[src/rtl/fifo_pkg.sv]
// Shared definitions for the FIFO write-side frame controller.
package fifo_pkg;

  localparam int unsigned DATA_W_DEF = 8;

  typedef enum logic [1:0] {
    ST_IDLE    = 2'd0,
    ST_SEND_LO = 2'd1,
    ST_SEND_HI = 2'd2
  } wr_state_e;

endpackage

[src/rtl/wr_frame_ctrl.sv]
// Write-side frame controller: splits a one- or two-word request into
// FIFO write strobes, stalling on wfull and counting words written.
module wr_frame_ctrl
  import fifo_pkg::*;
#(
  parameter int unsigned DATA_W = DATA_W_DEF
) (
  input  logic                  wclk,
  input  logic                  wrst_n,
  input  logic [2*DATA_W-1:0]   in_data,
  input  logic                  in_wide,
  input  logic                  in_valid,
  output logic                  in_ready,
  input  logic                  wfull,
  output logic                  winc,
  output logic [DATA_W-1:0]     wdata,
  output logic                  busy,
  output logic [7:0]            wr_cnt
);

  wr_state_e             state_q, state_d;
  logic [2*DATA_W-1:0]   hold_data_q;
  logic                  hold_wide_q;
  logic                  rdy_en_q;
  logic [7:0]            wr_cnt_q;
  logic                  accept;

  // rdy_en_q keeps in_ready low during reset and until the first edge after release.
  always_ff @(posedge wclk or negedge wrst_n) begin
    if (!wrst_n) begin
      state_q     <= ST_IDLE;
      hold_data_q <= '0;
      hold_wide_q <= 1'b0;
      rdy_en_q    <= 1'b0;
      wr_cnt_q    <= '0;
    end else begin
      state_q  <= state_d;
      rdy_en_q <= 1'b1;
      if (accept) begin
        hold_data_q <= in_data;
        hold_wide_q <= in_wide;
      end
      if (winc) begin
        wr_cnt_q <= wr_cnt_q + 8'd1;
      end
    end
  end

  always_comb begin
    state_d  = state_q;
    in_ready = 1'b0;
    accept   = 1'b0;
    winc     = 1'b0;
    wdata    = '0;
    unique case (state_q)
      ST_IDLE: begin
        in_ready = rdy_en_q;
        accept   = rdy_en_q && in_valid;
        if (accept) begin
          state_d = ST_SEND_LO;
        end
      end
      ST_SEND_LO: begin
        winc  = !wfull;
        wdata = hold_data_q[DATA_W-1:0];
        if (!wfull) begin
          state_d = hold_wide_q ? ST_SEND_HI : ST_IDLE;
        end
      end
      ST_SEND_HI: begin
        winc  = !wfull;
        wdata = hold_data_q[2*DATA_W-1:DATA_W];
        if (!wfull) begin
          state_d = ST_IDLE;
        end
      end
      default: begin
        state_d = ST_IDLE;
      end
    endcase
  end

  assign busy   = (state_q != ST_IDLE);
  assign wr_cnt = wr_cnt_q;

endmodule

[config.mk]
export PLATFORM = sky130hd
export DESIGN_NAME = wr_frame_ctrl
export DESIGN_NICKNAME = d
export VERILOG_FILES = /design/src/rtl/fifo_pkg.sv /design/src/rtl/wr_frame_ctrl.sv
export SDC_FILE = /design/constraint.sdc
export NUM_CORES = 1
export LEC_CHECK = 0
export CAP_MARGIN = 20
export CELL_PAD_IN_SITES_DETAIL_PLACEMENT = 1
export CELL_PAD_IN_SITES_GLOBAL_PLACEMENT = 2
export CORE_ASPECT_RATIO = 0.6
export CORE_UTILIZATION = 41
export CTS_BUF_LIST = sky130_fd_sc_hd__clkbuf_4
export CTS_CLUSTER_DIAMETER = 30
export CTS_CLUSTER_SIZE = 28
export DETAILED_ROUTE_END_ITERATION = 6
export DONT_BUFFER_PORTS = 1
export PLACE_DENSITY_LB_ADDON = 0.1
export SYNTH_ARGS = -nofsm -noshare
export SYNTH_HDL_FRONTEND = slang
export SYNTH_SLANG_ARGS = --single-unit
[constraint.sdc]
create_clock -name wclk -period 1.69 [get_ports wclk]
set_clock_uncertainty 0.05 [all_clocks]
set_input_delay 0.338 -clock wclk [delete_from_list [all_inputs] [get_ports wclk]]
set_output_delay 0.338 -clock wclk [all_outputs]
set_load 0.05 [all_outputs]
* Word level (Yosys, flattened, before mapping)
Index checks and enable logic that the tools add are counted.
** Storage, ports and cells
- Word-level logic and storage cells :: 26
- Register bits :: 28
- Output and inout bits :: 19
** Cells by class
- Eq/ne operators :: 5
- $add $sub $neg :: 1
- Muxes and demuxes :: 9
- Reduce and logical (&&, ||, !) cells :: 6
** Operator list (number)
- 8-bit one-hot mux with 2 select lines :: 1
- 8-bit by 1-bit adder with 8-bit output, second input constant :: 1
- 2-bit two-way mux :: 4
- 2-bit != test, second input constant :: 3
- 2-bit one-hot mux with 3 select lines :: 1
- 1-bit two-way mux :: 3
- 3-bit AND reduction :: 1
- 2-bit by 1-bit equality test with 1-bit output, second input constant :: 1
- 2-bit equality test, second input constant :: 1
- 2-bit logical NOT :: 1
- 2-bit nonzero test :: 1
- 2-bit OR reduction :: 1
- 1-bit logical AND :: 1
- 1-bit logical NOT :: 1

* Logic depth before layout (Yosys ltp)
Gate-level depths: netlist (run 1).
- Depth in word-level cells :: 3
- Gate-level depth with buffers :: 6
- Mapped depth without buffers :: 5

* Worst setup path after synthesis (run 1)
No wires, ideal clock.
- Path kind :: reg2out
- Start point :: register state_q[1]
- End point :: output wdata[3]
- Arrival :: 1743 ps
- Buffers on the path :: 1
- Stages on the path, launching flop included :: 6
- Path slack :: -441 ps
- Cell sequence :: dfrtp_1 > inv_1 > ha_1 > clkbuf_1 > a22oi_1 > nor2b_1
** On the way
- Longest elaborated chain between the ends :: 2
** RTL lines
- start, declared :: line wr_frame_ctrl.sv:21 : wr_state_e state_q, state_d;
- start signal, assigned :: line wr_frame_ctrl.sv:37 : state_q <= state_d;
- 2-bit equality test or 2-bit by 1-bit equality test with 1-bit output (tied branches) :: line wr_frame_ctrl.sv:55 : unique case (state_q)
- 8-bit one-hot mux with 2 select lines * :: line wr_frame_ctrl.sv:55
- end, declared :: line wr_frame_ctrl.sv:16 : output logic [DATA_W-1:0] wdata,
Every way passes the cells marked *; elsewhere a longest branch is shown, timed or not.

* Worst setup path in the final report (run 1)
- Start point :: register state_q[1]
- End point :: output wdata[4]
The elaborated chain is that of the path after synthesis.

==> results of run 1 <==
[routing by layer]
metal / track usage [%] / vias to the layer above
li1: - / 419
met1: 26.8 / 470
met2: 38.4 / 21
met3: 6.56 / 4
met4: 6.30 / 0
met5: 0 / -
[flip-flops by register name, summed over array words and instances, names as in the netlist]
signal and cells:
state_q 2, hold_data_q 16, hold_wide_q 1, wr_cnt 8, rdy_en_q 1
[synth_stat cells (2+ instances only)]
cell      instances  share of area [%]
ha_1              5                4.7
o21ai_0           2               0.75
dfrtp_1          28                 52
nand2_1           4                1.1
clkbuf_1          2               0.56
o211ai_1          2                1.1
mux2_4            9                 10
inv_1             3               0.84
a22oi_1           8                4.5
nand4_1           3                1.4
nor2b_1           9                4.2
mux2_2            9                7.6
xnor2_1           6                3.9
[metrics by stage]
step           area [um^2]  hold WS (ns)  std cells  TNS, ns  utilization (%)
5_1_grt               1960        0.0691        176    -2.80             65.8
3_3_place_gp          1730      -0.00712        164   -0.564             57.9
2_1_floorplan         1400      -0.00759        101  -0.0308                -
3_5_place_dp          1730      -0.00723        164   -0.693             57.9
4_1_cts               1930        0.0674        176    -2.32             64.6
6_report              1960        0.0758        176    -2.20             65.8
[power by group through the flow]
stage | Sequential, mW | Clock [mW] | Combinational, mW
6_report | 1.17 | 0.294 | 2.78
5_1_grt | 1.20 | 0.316 | 2.92
4_1_cts | 1.17 | 0.302 | 2.68
3_5_place_dp | 1.15 | 0 | 2.34
3_3_place_gp | 1.12 | 0 | 2.27
2_1_floorplan | 1.31 | 0 | 1.36
[worst max-delay path by stage]
stage                           from         to  slack, ns  depth (start not counted)
final                     state_q[1]   wdata[4]      -0.27                          5
after global routing      state_q[1]   wdata[4]      -0.33                          5
after CTS                 state_q[1]   wdata[2]      -0.28                          5
after detailed placement  state_q[1]   wdata[3]      -0.11                          5
after global placement    state_q[1]   wdata[3]      -0.09                          5
after floorplan           state_q[1]  wr_cnt[1]      -0.03                          5
[area by class of cell]
type,instances,share of cell area (%)
repair buffers,33,20.3
clock buffers,3,1.15
well taps,42,2.68
inverters,3,0.765
clock inverters,1,0.191
flip-flops and latches,28,35.7
multi-input cells,66,39.2
[kinds of logic (layout without fill, tap and decap cells)]
group | count (synthesis) | after routing | synth area share (%)
AO/OA/AOI/OAI | 14 | 14 | 7.47
XOR/XNOR | 7 | 7 | 4.58
adder cells (fa/ha/maj) | 5 | 5 | 4.67
buffers and inverters | 7 | 40 | 2.80
flip-flops | 28 | 28 | 52.3
multiplexers | 18 | 18 | 17.6
other | 1 | 1 | 0.280
AND/OR/NAND/NOR | 21 | 21 | 10.3
[worst register-to-register path: cells and delay by family (launching register included)]
family | cells | cell delay (ns)
buffers and inverters | 4 | 0.52
DFF | 1 | 0.40
muxes | 1 | 0.35
adders and majority gates | 1 | 0.16
and+or+nand+nor | 1 | 0.07
[what timing repair did]
item | CTS | global route
endpoints found under the hold margin | 28 | 0
gates resized for setup | 18 | 9
endpoints found under the setup margin | 22 | 14
pin swaps | 2 | 1
setup buffers | 6 | 1
hold buffers | 2 | 0
==> run metrics, run 1 <==
DIE HEIGHT 46.3 um; gpl congestion approximately 0.7; layout cell share with drive strength beyond 1 59.7%; DIE AREA 3510 um^2; width of the die ~76 um; violated checks negative setup slack; Iter 0 DRT Violations 8; top_reg_cell synth dfrtp_1; first-pass GRT wire length a little over 5 mm; clock buffer depth 2; WL met1 1.51 mm; clock power share 6.9%; combinational power share 65.5%; YS warnings 0; number of global-route vias before repair 1010; Top Metal Used met4; Post-synth EDFFs 0; Fill cells 281; crit start category flip-flop; Reg-to-Reg End hold_data_q[0]; gr usage total between 20% and 30%; first-pass detailed-route iteration total 3; Worst Setup End Kind output pin; total power divided by cell area 2160 nW/um^2; worst path arrival time 1.58 ns; Leak 0.843 nW; crit-path cells buf_4, ha_4, a22oi_2, nor2b_4, buf_12; Reg area 701 um^2; Slew Viols, Final 0; Top delay family on crit path flip-flops; Place WS -0.114 ns; post-synthesis cell count 101; area of the multi-input gates 769 um^2; Buf+Inv Stages, Crit Path 2; met3 WL approximately 150 um; Pint between 2 and 2.5 mW; vias between 900 and 1000; launching point of the worst reg2reg path state_q[0]; RSZ-0062 raised after global routing yes; nets 161; Setup CP Type reg2out; post-synthesis register bit count 28; Reg power frac 27.6%; Max-cap violations 0; Final Hold Vio Count 0; syn nets 127; Worst Hold Launch in_data[10]; reg2reg setup slack 0.06 ns; slowest stage cell on the critical path dfrtp_1; drc violations 0; Max Fanout on Critical Path 9; antenna-violating nets left 0; reg2reg path depth 7; Detail Route met2 WL 1.75 mm; Core Region a little under 3000 um^2; Switching Power 1.80 mW; most frequent cells in the layout dfrtp_1 (28), buf_4 (19), buf_12 (11); Worst Hold Class in2reg; CTS Buf Count 3; Final WS setup -0.275 ns; hold path depth 1; library cells used by synthesis 24; Setup-failing EPs final 10; Syn Std Cell Area ~1300 um^2; DR vias/cell about 5.2; largest net degree at the start of global routing 29; most common cell after layout, fill and taps aside dfrtp_1; boundary pin count 40; hold-critical path endpoint hold_data_q[10]; port buffer count 0; total gr overflow 0; status finished, violations left; H-tree depth 1; Num Clock Sinks 28; # diodes 0; Pwr Total 4.24 mW; TritonCTS clock tree built; f_max 509 MHz; switching share of power 42.4%; Mean Syn Cell Area ~13 um^2; CTS root buf clkbuf_4; Rows 15; final WL around 3.4 mm; VDD IR max 0.00104 V; Wirelength per Cell 19.5 um; sequential fraction of the synthesis area between 50 and 60%; post-DP HPWL approximately 2.4 mm; CP required 1.30 ns; fraction of registers with async set/reset 100%; Largest stage delay, worst path 0.42 ns; Starting Density 44.9%; Synth-to-Final Area Change 46.5%; antenna violations before repair 0; Clk pin slew, worst setup/hold paths 0.16 ns; Tmin final 1.96 ns; fin crit share 116%; Clk Latency, worst-skew pair 0.34 ns
(Power assumes the default switching activity.)
==> inputs of run 2 (changes only) <==
--- a/config.mk
+++ b/config.mk
@@ -15,6 +15,7 @@
 export CTS_CLUSTER_SIZE = 28
 export DETAILED_ROUTE_END_ITERATION = 6
 export DONT_BUFFER_PORTS = 1
+export HOLD_SLACK_MARGIN = 0.1
 export PLACE_DENSITY_LB_ADDON = 0.1
 export SYNTH_ARGS = -nofsm -noshare
 export SYNTH_HDL_FRONTEND = slang
==> run 2 against run 1 <==
Effect of this change: the run still ends with negative setup slack left; sequential cell count did not move; non-clock buffer count rose by 18; die area stayed put; critical path depth did not move; sequential share of layout area is 3.3 points lower; critical path type unchanged; critical endpoint is now wdata[5]; largest cell class unchanged; highest routed layer unchanged.
==> run metrics, run 2 (synthesis gave the netlist of run 1 again) <==
Detail Route met2 WL roughly 2.4 mm; Top Metal Used met4; Setup CP Type reg2out; total power divided by cell area 2090 nW/um^2; Tmin final 2.01 ns; clock buffer depth 2; Leak 0.946 nW; reg2reg path depth 5; Clk Latency, worst-skew pair 0.34 ns; hold path depth 2; violated checks negative setup slack; Hold Slack 0.141 ns; width of the die 75.8 um; TritonCTS clock tree built; Core Util, Final 72.5%; drc violations 0; total gr overflow 0; post-DP HPWL 2.35 mm; worst setup path start state_q[0]; CTS root buf clkbuf_4; fin crit share 119%; RSZ-0062 raised after global routing yes; max FFs per register 16; Synth-to-Final Area Change 61.3%; DIE HEIGHT between 40 and 50 um; crit start category flip-flop; vias roughly 1000; gr usage total 29.3%; CP required roughly 1.3 ns; Reg area 701 um^2; H-tree depth 1; Final WS setup -0.325 ns; Fill cells 264; Pwr Total 4.51 mW; DR vias/cell 5.37; DP Cell Count 164; Max-cap violations 0; WL met1 1.96 mm; antenna-violating nets left 0; Rows 15; CTS Buf Count 3; Clk pin slew, worst setup/hold paths 0.15 ns; f_max just under 500 MHz; area of the multi-input gates around 800 um^2; VDD IR max ~0.0012 V; Iter 0 DRT Violations 35; CP endpoint wdata[5]; Reg-to-Reg End wr_cnt[1]; largest net degree at the start of global routing 29; Setup-failing EPs final 11; Final Non-Filler Cells roughly 200; Final Hold Vio Count 0; setup TNS -2.72 ns; first-pass detailed-route iteration total 4; Worst Setup End Kind output pin; worst path arrival time 1.63 ns; Max Fanout on Critical Path 6; gpl congestion 0.692; Core Region 2980 um^2; port buffer count 0; Starting Density 44.9%; number of global-route vias before repair 1210; Slew Viols, Final 0; Most flops, register hold_data_q; status finished, violations left; Worst Hold Class in2reg; boundary pin count 40; met3 WL 169 um; Num Clock Sinks 28; most common cell after layout, fill and taps aside dfrtp_1; final WL 4.65 mm; Wirelength per Cell 23.9 um; layout cell share with drive strength beyond 1 53.9%; DIE AREA about 3500 um^2; most frequent cells in the layout dfrtp_1 (28), buf_4 (20), dlygate4sd3_1 (18); nets around 180; launching point of the worst reg2reg path state_q[0]; antenna violations before repair 1; reg2reg setup slack 0 ns; first-pass GRT wire length 6.73 mm
[run 2: metrics by stage]
| step | area (um^2) | setup slack (ns) |
|---|---|---|
| 6_report | 2160 | -0.325 |
| 5_1_grt | 2160 | -0.351 |
| 4_1_cts | 2100 | -0.277 |
| 3_5_place_dp | 1730 | -0.114 |
| 3_3_place_gp | 1730 | -0.0928 |
| 2_1_floorplan | 1400 | -0.0308 |
[run 2: critical path: stages (launching register included)]
cell,delay (ns)
dfrtp_1,0.42
inv_2,0.09
ha_4,0.30
buf_6,0.14
nor2b_4,0.18
buf_12,0.15
[run 2: layer usage]
metal	GRT usage, %	vias to the layer above
met5	0	-
met4	13.0	0
met3	7.66	8
met2	51.9	31
met1	34.1	556
li1	-	453
[run 2: layout make-up]
| class | instances | share of cell area [%] |
|---|---|---|
| clock inverter | 1 | 0.174 |
| multi-input combinational | 66 | 36.5 |
| inverter | 3 | 0.694 |
| timing repair buffer | 51 | 26.7 |
| sequential | 28 | 32.4 |
| clock buffer | 3 | 1.04 |
| antenna | 1 | 0.116 |
| tap | 42 | 2.43 |
[run 2: how the worst min path moves through the flow]
stage	from	endpoint
after global routing	wfull	state_q[1]
after detailed placement	wrst_n	hold_data_q[12]
after CTS	wfull	state_q[1]
after floorplan	wrst_n	hold_data_q[0]
final	wfull	state_q[1]
after global placement	wrst_n	hold_data_q[12]
[run 2: timing repair]
| action | in CTS | in global routing |
|---|---|---|
| resized for setup | 18 | 17 |
| hold buffers | 19 | 0 |
| hold endpoints to repair | 45 | 0 |
| pin swaps | 2 | 3 |
| setup endpoints to repair | 22 | 17 |
| setup buffers | 6 | 2 |
[run 2: power breakdown]
part           internal, mW  switching (mW)
clock network        0.0872           0.207
registers             0.956           0.245
logic                  1.50            1.52
total                  2.54            1.97
==> inputs of run 3 (changes only) <==
--- a/config.mk
+++ b/config.mk
@@ -17,6 +17,7 @@
 export DONT_BUFFER_PORTS = 1
 export HOLD_SLACK_MARGIN = 0.1
 export PLACE_DENSITY_LB_ADDON = 0.1
+export RECOVER_POWER = 50
 export SYNTH_ARGS = -nofsm -noshare
 export SYNTH_HDL_FRONTEND = slang
 export SYNTH_SLANG_ARGS = --single-unit
==> run 3 against run 2 <==
Effect of this change: the flow still finishes with violations (negative setup slack); cell count is the same; global-route usage is the same; worst hold slack gained 0.00091 ns; utilization shrank 0.59 points; clock power is essentially flat; sequential share of layout area grew 0.26 points; via count grew 1.1%; routed wire length shrank 0.34%; count of clock-buffer cells in the layout is the same; die area is the same; register-to-register slack is essentially flat; maximum frequency grew 0.27%.
==> run metrics, run 3 (synthesis gave the netlist of run 1 again) <==
status finished, violations left; violated checks negative setup slack; Synth-to-Final Area Change 60.0%; DIE AREA 3510 um^2; Reg area 701 um^2; TritonCTS clock tree built; DIE HEIGHT 46.3 um; worst path arrival time 1.62 ns; Max Fanout on Critical Path 6; Detail Route met2 WL ~2.4 mm; Tmin final around 2 ns; Max-cap violations 0; first-pass GRT wire length ~6.7 mm; Max-slew headroom 53.0%; boundary pin count 40; antenna-violating nets left 0; DP Area between 1500 and 2000 um^2; Top Metal Used met4; Core Util, Final 71.9%; Hold Slack 0.142 ns; CTS Buf Count 3; H-tree depth 1; Iter 0 DRT Violations 33; CP required roughly 1.3 ns; drc violations 0; area of the multi-input gates 788 um^2; final instance area 2140 um^2; layout cell share with drive strength beyond 1 about 54%; Setup-failing EPs final 11; Final Hold Vio Count 0; Slew Viols, Final 0; Rows 15; slowest stage cell on the critical path dfrtp_1; met3 WL between 100 and 150 um; Setup CP Type reg2out; number of global-route vias before repair 1210; Clk pin slew, worst setup/hold paths approximately 0.15 ns; clock buffer depth 2; Largest stage delay, worst path around 0.42 ns; post-DP HPWL 2.35 mm; Worst Setup End Kind output pin; fin crit share 119%; Pwr Total 4.50 mW; most common cell after layout, fill and taps aside dfrtp_1; width of the die 75.8 um; Wirelength per Cell roughly 24 um; Starting Density ~45%; VDD IR max 0.00117 V; Leak ~0.94 nW; first-pass detailed-route iteration total 4; total power divided by cell area 2100 nW/um^2; antenna violations before repair 1; f_max 498 MHz; RSZ-0062 raised after global routing yes; Core Region 2980 um^2; Worst Hold Class in2reg; Clk Latency, worst-skew pair approximately 0.34 ns; Num Clock Sinks 28; Worst-Margin Slew 0.705 ns; port buffer count 0; most frequent cells in the layout dfrtp_1 (28), buf_4 (19), dlygate4sd3_1 (18); WL met1 1.97 mm; total gr overflow 0; max FFs per register 16; gr usage total approximately 29%; vias about 1100; Most flops, register hold_data_q; crit start category flip-flop; crit-path cells inv_2, ha_4, buf_6, nor2b_4, buf_12; gpl congestion 0.692; final WL approximately 4.6 mm; Fill cells 265; Final WS setup -0.319 ns; largest net degree at the start of global routing 29; nets 179; DR vias/cell ~5.4; CTS root buf clkbuf_4
run 3: changes by cell type in the layout (fill, tap and decap cells not counted):
| cell | previous run | this run |
|---|---|---|
| buf_4 | 20 | 19 |
| clkbuf_2 | 0 | 2 |
| buf_12 | 11 | 10 |
run 3: layout make-up:
class | count | area share [%]
Multi-Input combinational cell | 66 | 36.8
Tap cell | 42 | 2.45
Antenna cell | 1 | 0.117
Inverter | 3 | 0.700
Clock inverter | 1 | 0.175
Clock buffer | 3 | 1.05
Sequential cell | 28 | 32.7
Timing Repair Buffer | 51 | 26.1
run 3: worst paths after layout:
kind | start | to | slack (ns) | depth (start not counted)
setup / recovery | state_q[0] | wdata[5] | -0.32 | 5
hold / removal | wfull | state_q[1] | 0.14 | 2
setup reg to reg | state_q[0] | wr_cnt[1] | 0.01 | 5
hold reg to reg | hold_wide_q | hold_wide_q | 0.49 | 1
max in group asynchronous | wrst_n | hold_wide_q | 0.62 | 2
min in group asynchronous | wrst_n | hold_data_q[5] | 0.53 | 2
run 3: timing repair:
| action | 4_1_cts | 5_1_grt |
|---|---|---|
| pin swaps | 2 | 3 |
| gates resized for setup | 18 | 17 |
| endpoints found under the setup margin | 22 | 17 |
| buffers inserted | 6 | 2 |
| gates cloned | 0 | 0 |
| hold buffers | 19 | 0 |
| endpoints found under the hold margin | 45 | 0 |
run 3: layer usage:
layer,track usage (%),vias to the layer above
met3,7.66,11
met4,13.0,0
li1,-,452
met5,0,-
met1,34.1,566
met2,51.9,31
run 3: worst max-delay path, delay by kind of cell (launching register included):
kind / cells / cell delay, ns
adder cells (fa/ha/maj): 1 / 0.30
buffers and inverters: 3 / 0.38
flip-flops: 1 / 0.42
AND/OR/NAND/NOR: 1 / 0.18
run 3: per-stage QoR:
step / setup WS, ns / cells / setup TNS [ns]
after floorplan: -0.0308 / 101 / -0.0308
after global placement: -0.0928 / 164 / -0.564
after detailed placement: -0.114 / 164 / -0.693
after CTS: -0.277 / 193 / -2.32
after global routing: -0.351 / 195 / -3.31
final: -0.319 / 195 / -2.68
run 3: power by group:
part | leakage, nW | internal (mW) | total, mW | switching, mW
Combinational | 0.583 | 1.49 | 3.00 | 1.51
Sequential | 0.342 | 0.956 | 1.20 | 0.247
Clock | 0.0154 | 0.0872 | 0.294 | 0.207
